$ cat src/rtl/bcd_display_loader_if.sv
// Load/display bus between a producer of binary values and the BCD display loader.
// Signal names match the display decoder's BCD/blank inputs.
interface bcd_display_loader_if #(
    parameter int unsigned WIDTH = 27
);
    logic [WIDTH-1:0] value;
    logic             lzb;
    logic             load;
    logic             ready;
    logic             done;
    logic             overflow;
    logic [3:0]       BCD7;
    logic [3:0]       BCD6;
    logic [3:0]       BCD5;
    logic [3:0]       BCD4;
    logic [3:0]       BCD3;
    logic [3:0]       BCD2;
    logic [3:0]       BCD1;
    logic [3:0]       BCD0;
    logic [7:0]       blank;

    modport master (
        output value, lzb, load,
        input  ready, done, overflow,
        input  BCD7, BCD6, BCD5, BCD4, BCD3, BCD2, BCD1, BCD0, blank
    );

    modport slave (
        input  value, lzb, load,
        output ready, done, overflow,
        output BCD7, BCD6, BCD5, BCD4, BCD3, BCD2, BCD1, BCD0, blank
    );
endinterface

$ cat src/rtl/bcd_display_loader.sv
// Iterative double-dabble converter feeding an 8-digit seven-segment display,
// with leading-zero and overflow blanking; display outputs change only on publish.
module bcd_display_loader #(
    parameter int unsigned WIDTH  = 27,
    parameter int unsigned DIGITS = 8
) (
    input  logic                 clock,
    input  logic                 reset,
    bcd_display_loader_if.slave  bus
);
    localparam int unsigned CNT_W = 6;
    localparam int unsigned ACC_W = 4 * DIGITS;
    localparam logic [WIDTH-1:0] MAX_DISP = WIDTH'(99_999_999);

    typedef enum logic [1:0] {
        S_IDLE,
        S_SHIFT,
        S_PUBLISH
    } state_t;

    state_t           r_state;
    logic [WIDTH-1:0] r_shift;
    logic [ACC_W-1:0] r_acc;
    logic [CNT_W-1:0] r_cnt;
    logic             r_lzb;
    logic             r_ovf_pend;
    logic             r_ready;
    logic             r_done;
    logic             r_overflow;
    logic [ACC_W-1:0] r_bcd;
    logic [7:0]       r_blank;

    logic [ACC_W-1:0] w_acc_adj;
    logic [7:0]       w_lz_mask;
    logic             w_zero_run;

    // Add-3 correction applied to every digit before the shift.
    always_comb begin
        w_acc_adj = r_acc;
        for (int i = 0; i < int'(DIGITS); i++) begin
            if (r_acc[4*i +: 4] >= 4'd5) begin
                w_acc_adj[4*i +: 4] = r_acc[4*i +: 4] + 4'd3;
            end
        end
    end

    // Digit i blanks when it and every more significant digit are zero; digit 0 always shows.
    always_comb begin
        w_lz_mask  = 8'h00;
        w_zero_run = 1'b1;
        for (int i = int'(DIGITS) - 1; i >= 1; i--) begin
            w_zero_run   = w_zero_run & (r_acc[4*i +: 4] == 4'd0);
            w_lz_mask[i] = w_zero_run;
        end
    end

    always_ff @(posedge clock) begin
        if (reset) begin
            r_state    <= S_IDLE;
            r_shift    <= '0;
            r_acc      <= '0;
            r_cnt      <= '0;
            r_lzb      <= 1'b0;
            r_ovf_pend <= 1'b0;
            r_ready    <= 1'b1;
            r_done     <= 1'b0;
            r_overflow <= 1'b0;
            r_bcd      <= '0;
            r_blank    <= 8'hFF;
        end else begin
            r_done <= 1'b0;
            case (r_state)
                S_IDLE: begin
                    if (bus.load) begin
                        r_shift    <= bus.value;
                        r_lzb      <= bus.lzb;
                        r_ovf_pend <= (bus.value > MAX_DISP);
                        r_acc      <= '0;
                        r_cnt      <= CNT_W'(WIDTH);
                        r_ready    <= 1'b0;
                        r_state    <= S_SHIFT;
                    end
                end
                S_SHIFT: begin
                    // MSB of the value enters digit 0; carries out of the top digit are dropped.
                    {r_acc, r_shift} <= {w_acc_adj[ACC_W-2:0], r_shift, 1'b0};
                    r_cnt            <= r_cnt - CNT_W'(1);
                    if (r_cnt == CNT_W'(1)) begin
                        r_state <= S_PUBLISH;
                    end
                end
                S_PUBLISH: begin
                    r_state    <= S_IDLE;
                    r_ready    <= 1'b1;
                    r_done     <= 1'b1;
                    r_overflow <= r_ovf_pend;
                    if (r_ovf_pend) begin
                        r_bcd   <= '0;
                        r_blank <= 8'hFF;
                    end else begin
                        r_bcd   <= r_acc;
                        r_blank <= r_lzb ? w_lz_mask : 8'h00;
                    end
                end
                default: begin
                    r_state <= S_IDLE;
                    r_ready <= 1'b1;
                end
            endcase
        end
    end

    assign bus.ready    = r_ready;
    assign bus.done     = r_done;
    assign bus.overflow = r_overflow;
    assign bus.BCD0     = r_bcd[3:0];
    assign bus.BCD1     = r_bcd[7:4];
    assign bus.BCD2     = r_bcd[11:8];
    assign bus.BCD3     = r_bcd[15:12];
    assign bus.BCD4     = r_bcd[19:16];
    assign bus.BCD5     = r_bcd[23:20];
    assign bus.BCD6     = r_bcd[27:24];
    assign bus.BCD7     = r_bcd[31:28];
    assign bus.blank    = r_blank;

endmodule
$ cat src/flat_wrapper.sv
// flat-port wrapper written by rule: the top's interface ports become plain ports
module bcd_display_loader_flat 
#(
    parameter int unsigned WIDTH  = 27,
    parameter int unsigned DIGITS = 8
)
  (clock, reset, bus_value, bus_lzb, bus_load, bus_ready, bus_done, bus_overflow, bus_BCD7, bus_BCD6, bus_BCD5, bus_BCD4, bus_BCD3, bus_BCD2, bus_BCD1, bus_BCD0, bus_blank);
  bcd_display_loader_if #(.WIDTH(WIDTH)) bus_i ();
  input  logic clock;
  input  logic reset;
  input wire logic [$bits(bus_i.value)-1:0] bus_value;
  input wire logic [$bits(bus_i.lzb)-1:0] bus_lzb;
  input wire logic [$bits(bus_i.load)-1:0] bus_load;
  output wire logic [$bits(bus_i.ready)-1:0] bus_ready;
  output wire logic [$bits(bus_i.done)-1:0] bus_done;
  output wire logic [$bits(bus_i.overflow)-1:0] bus_overflow;
  output wire logic [$bits(bus_i.BCD7)-1:0] bus_BCD7;
  output wire logic [$bits(bus_i.BCD6)-1:0] bus_BCD6;
  output wire logic [$bits(bus_i.BCD5)-1:0] bus_BCD5;
  output wire logic [$bits(bus_i.BCD4)-1:0] bus_BCD4;
  output wire logic [$bits(bus_i.BCD3)-1:0] bus_BCD3;
  output wire logic [$bits(bus_i.BCD2)-1:0] bus_BCD2;
  output wire logic [$bits(bus_i.BCD1)-1:0] bus_BCD1;
  output wire logic [$bits(bus_i.BCD0)-1:0] bus_BCD0;
  output wire logic [$bits(bus_i.blank)-1:0] bus_blank;
  assign bus_i.value = bus_value;
  assign bus_i.lzb = bus_lzb;
  assign bus_i.load = bus_load;
  assign bus_ready = bus_i.ready;
  assign bus_done = bus_i.done;
  assign bus_overflow = bus_i.overflow;
  assign bus_BCD7 = bus_i.BCD7;
  assign bus_BCD6 = bus_i.BCD6;
  assign bus_BCD5 = bus_i.BCD5;
  assign bus_BCD4 = bus_i.BCD4;
  assign bus_BCD3 = bus_i.BCD3;
  assign bus_BCD2 = bus_i.BCD2;
  assign bus_BCD1 = bus_i.BCD1;
  assign bus_BCD0 = bus_i.BCD0;
  assign bus_blank = bus_i.blank;
  bcd_display_loader #(.WIDTH(WIDTH), .DIGITS(DIGITS)) u_core (.clock(clock), .reset(reset), .bus(bus_i));
endmodule
$ cat config.mk
export PLATFORM = sky130hd
export DESIGN_NAME = bcd_display_loader_flat
export DESIGN_NICKNAME = d
export VERILOG_FILES = /design/src/rtl/bcd_display_loader_if.sv /design/src/rtl/bcd_display_loader.sv /design/src/flat_wrapper.sv
export SDC_FILE = /design/constraint.sdc
export NUM_CORES = 1
export LEC_CHECK = 0
export CAP_MARGIN = 15
export CORE_ASPECT_RATIO = 1.1
export CORE_MARGIN = 2
export CORE_UTILIZATION = 54
export DETAILED_ROUTE_END_ITERATION = 8
export PLACE_DENSITY = 0.77
export SKIP_LAST_GASP = 1
export SYNTH_ARGS = -nofsm -noshare
export SYNTH_HDL_FRONTEND = slang
export SYNTH_SLANG_ARGS = --single-unit
$ cat constraint.sdc
create_clock -name clock -period 2.3 [get_ports clock]
set_input_delay 0.23 -clock clock [delete_from_list [all_inputs] [get_ports clock]]
set_output_delay 0.23 -clock clock [all_outputs]
set_load 0.01 [all_outputs]
Word-level counts from Yosys, hierarchy flattened
Index checks and enable logic that the tools add are counted.
Storage, ports and cells
  flip-flop bits (word level): 112
  input bits: 31
  output and inout bits: 43
  logic and storage cells: 77
Cells by class
  add/subtract/negate cells: 9
  $lt $le $gt $ge: 9
  eq/ne operators: 5
  mux-type cells: 23
  bitwise gates (word level): 7
  reduce and logical (&&, ||, !) cells: 13
Operator list (count)
  2-to-1 mux 32 bit: 2
  case mux 32 bit (2 select lines): 1
  case mux 27 bit (2 select lines): 1
  >= comparator 4 x 3 -> 1 bit, second input constant: 8
  adder 4 x 2 -> 4 bit, second input constant: 7
  zero test 4 bit: 7
  2-to-1 mux 4 bit: 7
  > comparator 27 bit, second input constant: 1
  2-to-1 mux 27 bit: 1
  2-to-1 mux 8 bit: 2
  case mux 6 bit (2 select lines): 1
  AND reduction 2 bit: 4
  AND 1 bit: 6
  equality test 6 x 1 -> 1 bit, second input constant: 1
  2-to-1 mux 6 bit: 1
  subtractor 6 x 1 -> 6 bit, second input constant: 1
  2-to-1 mux 2 bit: 2
  case mux 2 bit (2 select lines): 1
  adder 3 x 2 -> 3 bit, second input constant: 1
  2-to-1 mux 3 bit: 1
  equality test 2 x 1 -> 1 bit, second input constant: 1
  equality test 2 bit, second input constant: 1
  zero test 2 bit: 1
  2-to-1 mux 1 bit: 2
  5 further kinds: 5

Longest topological paths before layout
  depth after elaboration: 9
  depth in mapped cells: 6
  mapped depth without buffers: 6

Worst setup path after synthesis
OpenSTA, ideal clock, no wires.
  path type: register to register
  start: register u_core.r_acc[20]
  end: register u_core.r_blank[1], in the netlist u_core.bus.blank[1]
  setup time: 0.069 ns
  arrival time: 1.534 ns
  required time: 2.231 ns
  slack: 0.697 ns
  stages on the path, launching flop included: 7
  buffers on the path: 0
  clock period less this slack: 1.603 ns
  path through: dfxtp_1 > inv_1 > ha_1 > nor3b_1 > nand4_2 > or4b_4 > o21ai_1
Between the ends
  word-level cells in the longest chain between the ends: 8
Ends and longest elaborated chain
  from (decl): RTL line bcd_display_loader.sv:23  | logic [ACC_W-1:0] r_acc;
  from (signal assigned): RTL line bcd_display_loader.sv:86  | {r_acc, r_shift} <= {w_acc_adj[ACC_W-2:0], r_shift, 1'b0};
  zero test 4 bit: RTL line bcd_display_loader.sv:52  | w_zero_run = w_zero_run & (r_acc[4*i +: 4] == 4'd0);
  AND 1 bit (5 in series): RTL line bcd_display_loader.sv:52
  2-to-1 mux 8 bit: RTL line bcd_display_loader.sv:102  | r_blank <= r_lzb ? w_lz_mask : 8'h00;
  2-to-1 mux 8 bit: RTL line bcd_display_loader.sv:97  | if (r_ovf_pend) begin
  to (signal assigned): RTL line bcd_display_loader.sv:102
  to (decl): RTL line bcd_display_loader.sv:31  | logic [7:0] r_blank;
No other way between the ends.
A chain may end at the register's enable or synchronous reset.

Final worst setup path
  start: register u_core.r_acc[24]
  end: register u_core.r_blank[2], in the netlist u_core.bus.blank[2]
Same word-level chain as after synthesis.

==> out/metrics.cfg <==
[final_layout]
fin_cells=710
antenna_cells=0
drive_gt1_share_pct=6.38
fin_util_pct=66.3
fin_nets=647
syn_to_final_growth_pct=20.9

[drt]
wirelength_um=10800
wl_per_cell_um=15.2
drc=0
antenna_left=0
firstDrtPassIters=5
route.vias.total=4025
drt_iter0_drc=136
drt-vias-per-instance=5.67

[critical_path]
critPathKind=flip-flop to flip-flop
cp.arrival_ns=2.12
critPathSlowestCell=or4b_4
cp_cell_sequence=inv_1, ha_1, nor3b_4, nand4_2, or4b_4, o21ai_1
critPathCapture=u_core.bus.blank[2]$_SDFFE_PP1P_
ff2ff_path_depth=6
critPathTopFamily=simple AND/OR/NAND/NOR gates
worst-path-buf-inv=1
start_kind=flip-flop
worst_ep_required_time_ns=2.61
rrSetupSlack_ns=0.49
path_depth=6
crit_path_max_fanout=7
r2r_end=u_core.bus.blank[2]$_SDFFE_PP1P_
endpoint_kind=flip-flop
cp-startpoint=u_core.r_acc[24]$_SDFFE_PP0P_
slowest_delay_ns=0.57
r2r_start=u_core.r_acc[24]$_SDFFE_PP0P_

[sta]
fmax_ghz=0.552
rsz0062_at_grt=no
setup_viol=0
clock_skew_ns=0.0101
final.period_utilization_pct=78.7
tightest_slew_ns=0.719
timing.hold.ws_ns=0.191
tns_ns=0
final_max_slew_viol_count=0
hold_violations=0
relSlewSlack_pct=51.9
fin_crit_ns=1.81

[clocking]
cts_resized=0
cts_tree=built
insertion_delay_ns=0.37
cts-buffers-inserted=9
postCtsSetupBuffers=0
cts.sinks=112
ctsHoldBuffers=0
cts-htree-levels=3
root_buffer=clkbuf_8
clockBufferDepth=2
path_clk_slew_ns=0.10

[synthesis]
synthDistinctLibCells=50
yosysWarnings=0
ys.flop_type=dfxtp_1
synth.top_cell.area_share_pct=46.5
syn_area_per_cell_um2=9.13
synth_seq_cells=112
netlist_area_mm2=0.00482
syn-num-nets=584
ys_async_sr_fraction_pct=0
synth_cells=528
synth_area_leaders=dfxtp_1 (47%), a22o_1 (8.5%), nor2_1 (7.6%)
yosysSeqAreaShare_pct=46.5
yosysTopAreaCell=dfxtp_1
synth-edff-count=0

[floorplan]
die_x_um=94.1
core-area_mm2=0.00878
fp-row-count=36
io_pins=74
die_h_um=103
die_area_mm2=0.00970
start_util_pct=54.9

[placement]
place.gp.congestion=0.772
dpl.hpwl_um=7260
io_buffers=73
dp.cells=692

[hold_path]
hold_path_class=input pin to flip-flop
min_path_cells=2

[status]
status=complete, no violations

[power_and_ir_drop]
seq_power_share_pct=58.4
vdd_drop_max_v=0.000381
switching_share_pct=25.5
power_w=0.00353
intPower_w=0.00263
p_leak_nw=2.31
power_density_mw_per_mm2=606
clkPwrFrac_pct=30.5
p_comb_share_pct=11.1
p_switching_w=0.000899

[global_route]
antenna_found_initial=0
grt_start_max_net_pins=55
grt.total_usage_pct=23.5
grt_pass1_wl_um=18000
grt_pass1_vias=3899
grt_overflow=0

[run]
max_cap_viol_count=0

sequential cells by signal, summed over array words and instances (netlist names), 2 cells and up:
name,cells
u_core.r_shift,27
u_core.r_acc,32
u_core.r_bcd,32
u_core.r_cnt,6
u_core.r_state,2
u_core.bus.blank,8
through the flow:
| stage | instance area, µm² | setup slack [ns] |
|---|---|---|
| after floorplan | 4820 | 0.697 |
| after global placement | 5630 | 0.199 |
| after detailed placement | 5630 | 0.166 |
| after CTS | 5810 | 0.405 |
| after global routing | 5830 | 0.357 |
| final | 5830 | 0.490 |
cells in the mapped netlist, types with 6 or more instances:
cell / n
nand2b_1: 9
nand2_1: 16
nor4_1: 27
a21oi_1: 29
a32oi_1: 8
nor2_1: 97
dfxtp_1: 112
inv_1: 18
nor3b_1: 7
a22o_1: 47
buf_2: 10
mux2i_1: 8
o21ai_0: 11
nand3_1: 12
nor3_1: 6
xnor2_1: 10
o31ai_1: 9
ha_1: 25
clkbuf_1: 20
area by class of cell:
class	instances	area [µm²]
multi-input combinational	364	2370
clock inverter	2	13.8
tap	114	143
clock buffer	14	163
fill	737	2960
sequential	112	2240
timing repair buffer	86	823
inverter	18	67.6
how the worst min path moves through the flow:
stage,startpoint,to,slack (ns)
2_1_floorplan,bus_lzb,u_core.r_lzb$_SDFFE_PP0P_,0.37
3_3_place_gp,u_core.bus.blank[0]$_SDFFE_PP1P_,u_core.bus.blank[0]$_SDFFE_PP1P_,0.43
3_5_place_dp,u_core.bus.blank[0]$_SDFFE_PP1P_,u_core.bus.blank[0]$_SDFFE_PP1P_,0.45
4_1_cts,reset,u_core.r_acc[15]$_SDFFE_PP0P_,0.18
5_1_grt,reset,u_core.r_acc[15]$_SDFFE_PP0P_,0.19
6_report,reset,u_core.r_acc[15]$_SDFFE_PP0P_,0.19
worst register-to-register path: stages, from the launching register on:
cell and delay, ns:
dfxtp_1 0.40, inv_1 0.11, ha_1 0.14, nor3b_4 0.24, nand4_2 0.16, or4b_4 0.57
o21ai_1 0.14
routing by layer:
layer / vias up / track usage (%) / share of wire (%)
li1: 1999 / - / -
met1: 1899 / 28.1 / 44
met2: 109 / 40.6 / 49
met3: 18 / 4.17 / 4.9
met4: 0 / 11.8 / 2.0
met5: - / 0 / 0
cells in the final DEF (no fill, tap or decap), types with 5 or more instances in the layout:
cell type,instances
a21oi_1,29
a22o_1,47
a32oi_1,8
and2_1,5
buf_4,13
clkbuf_8,11
clkdlybuf4s50_1,72
dfxtp_1,112
ha_1,25
inv_1,18
mux2i_1,8
nand2_1,16
nand2b_1,9
nand3_1,12
nor2_1,96
nor3_1,5
nor3b_1,7
nor4_1,27
o21ai_0,11
o31ai_1,9
xnor2_1,10
cells by family (layout without fill, tap and decap cells):
kind of cell	after synthesis	after routing	synth area share, %
buffers and inverters	52	120	4.39
multiplexers	9	9	1.90
XOR/XNOR	11	11	2.00
AO/OA/AOI/OAI	122	122	18.3
flip-flops	112	112	46.5
adder cells (fa/ha/maj)	25	25	6.49
AND/OR/NAND/NOR	197	197	20.4
power groups by stage:
stage          Clock (W)  Sequential (W)  Combinational (W)
3_5_place_dp           0         0.00211           0.000387
4_1_cts          0.00111         0.00206           0.000390
2_1_floorplan          0         0.00210           0.000251
6_report         0.00108         0.00206           0.000391
5_1_grt          0.00117         0.00207           0.000440
3_3_place_gp           0         0.00210           0.000377
Power figures use the tool's default switching activity.
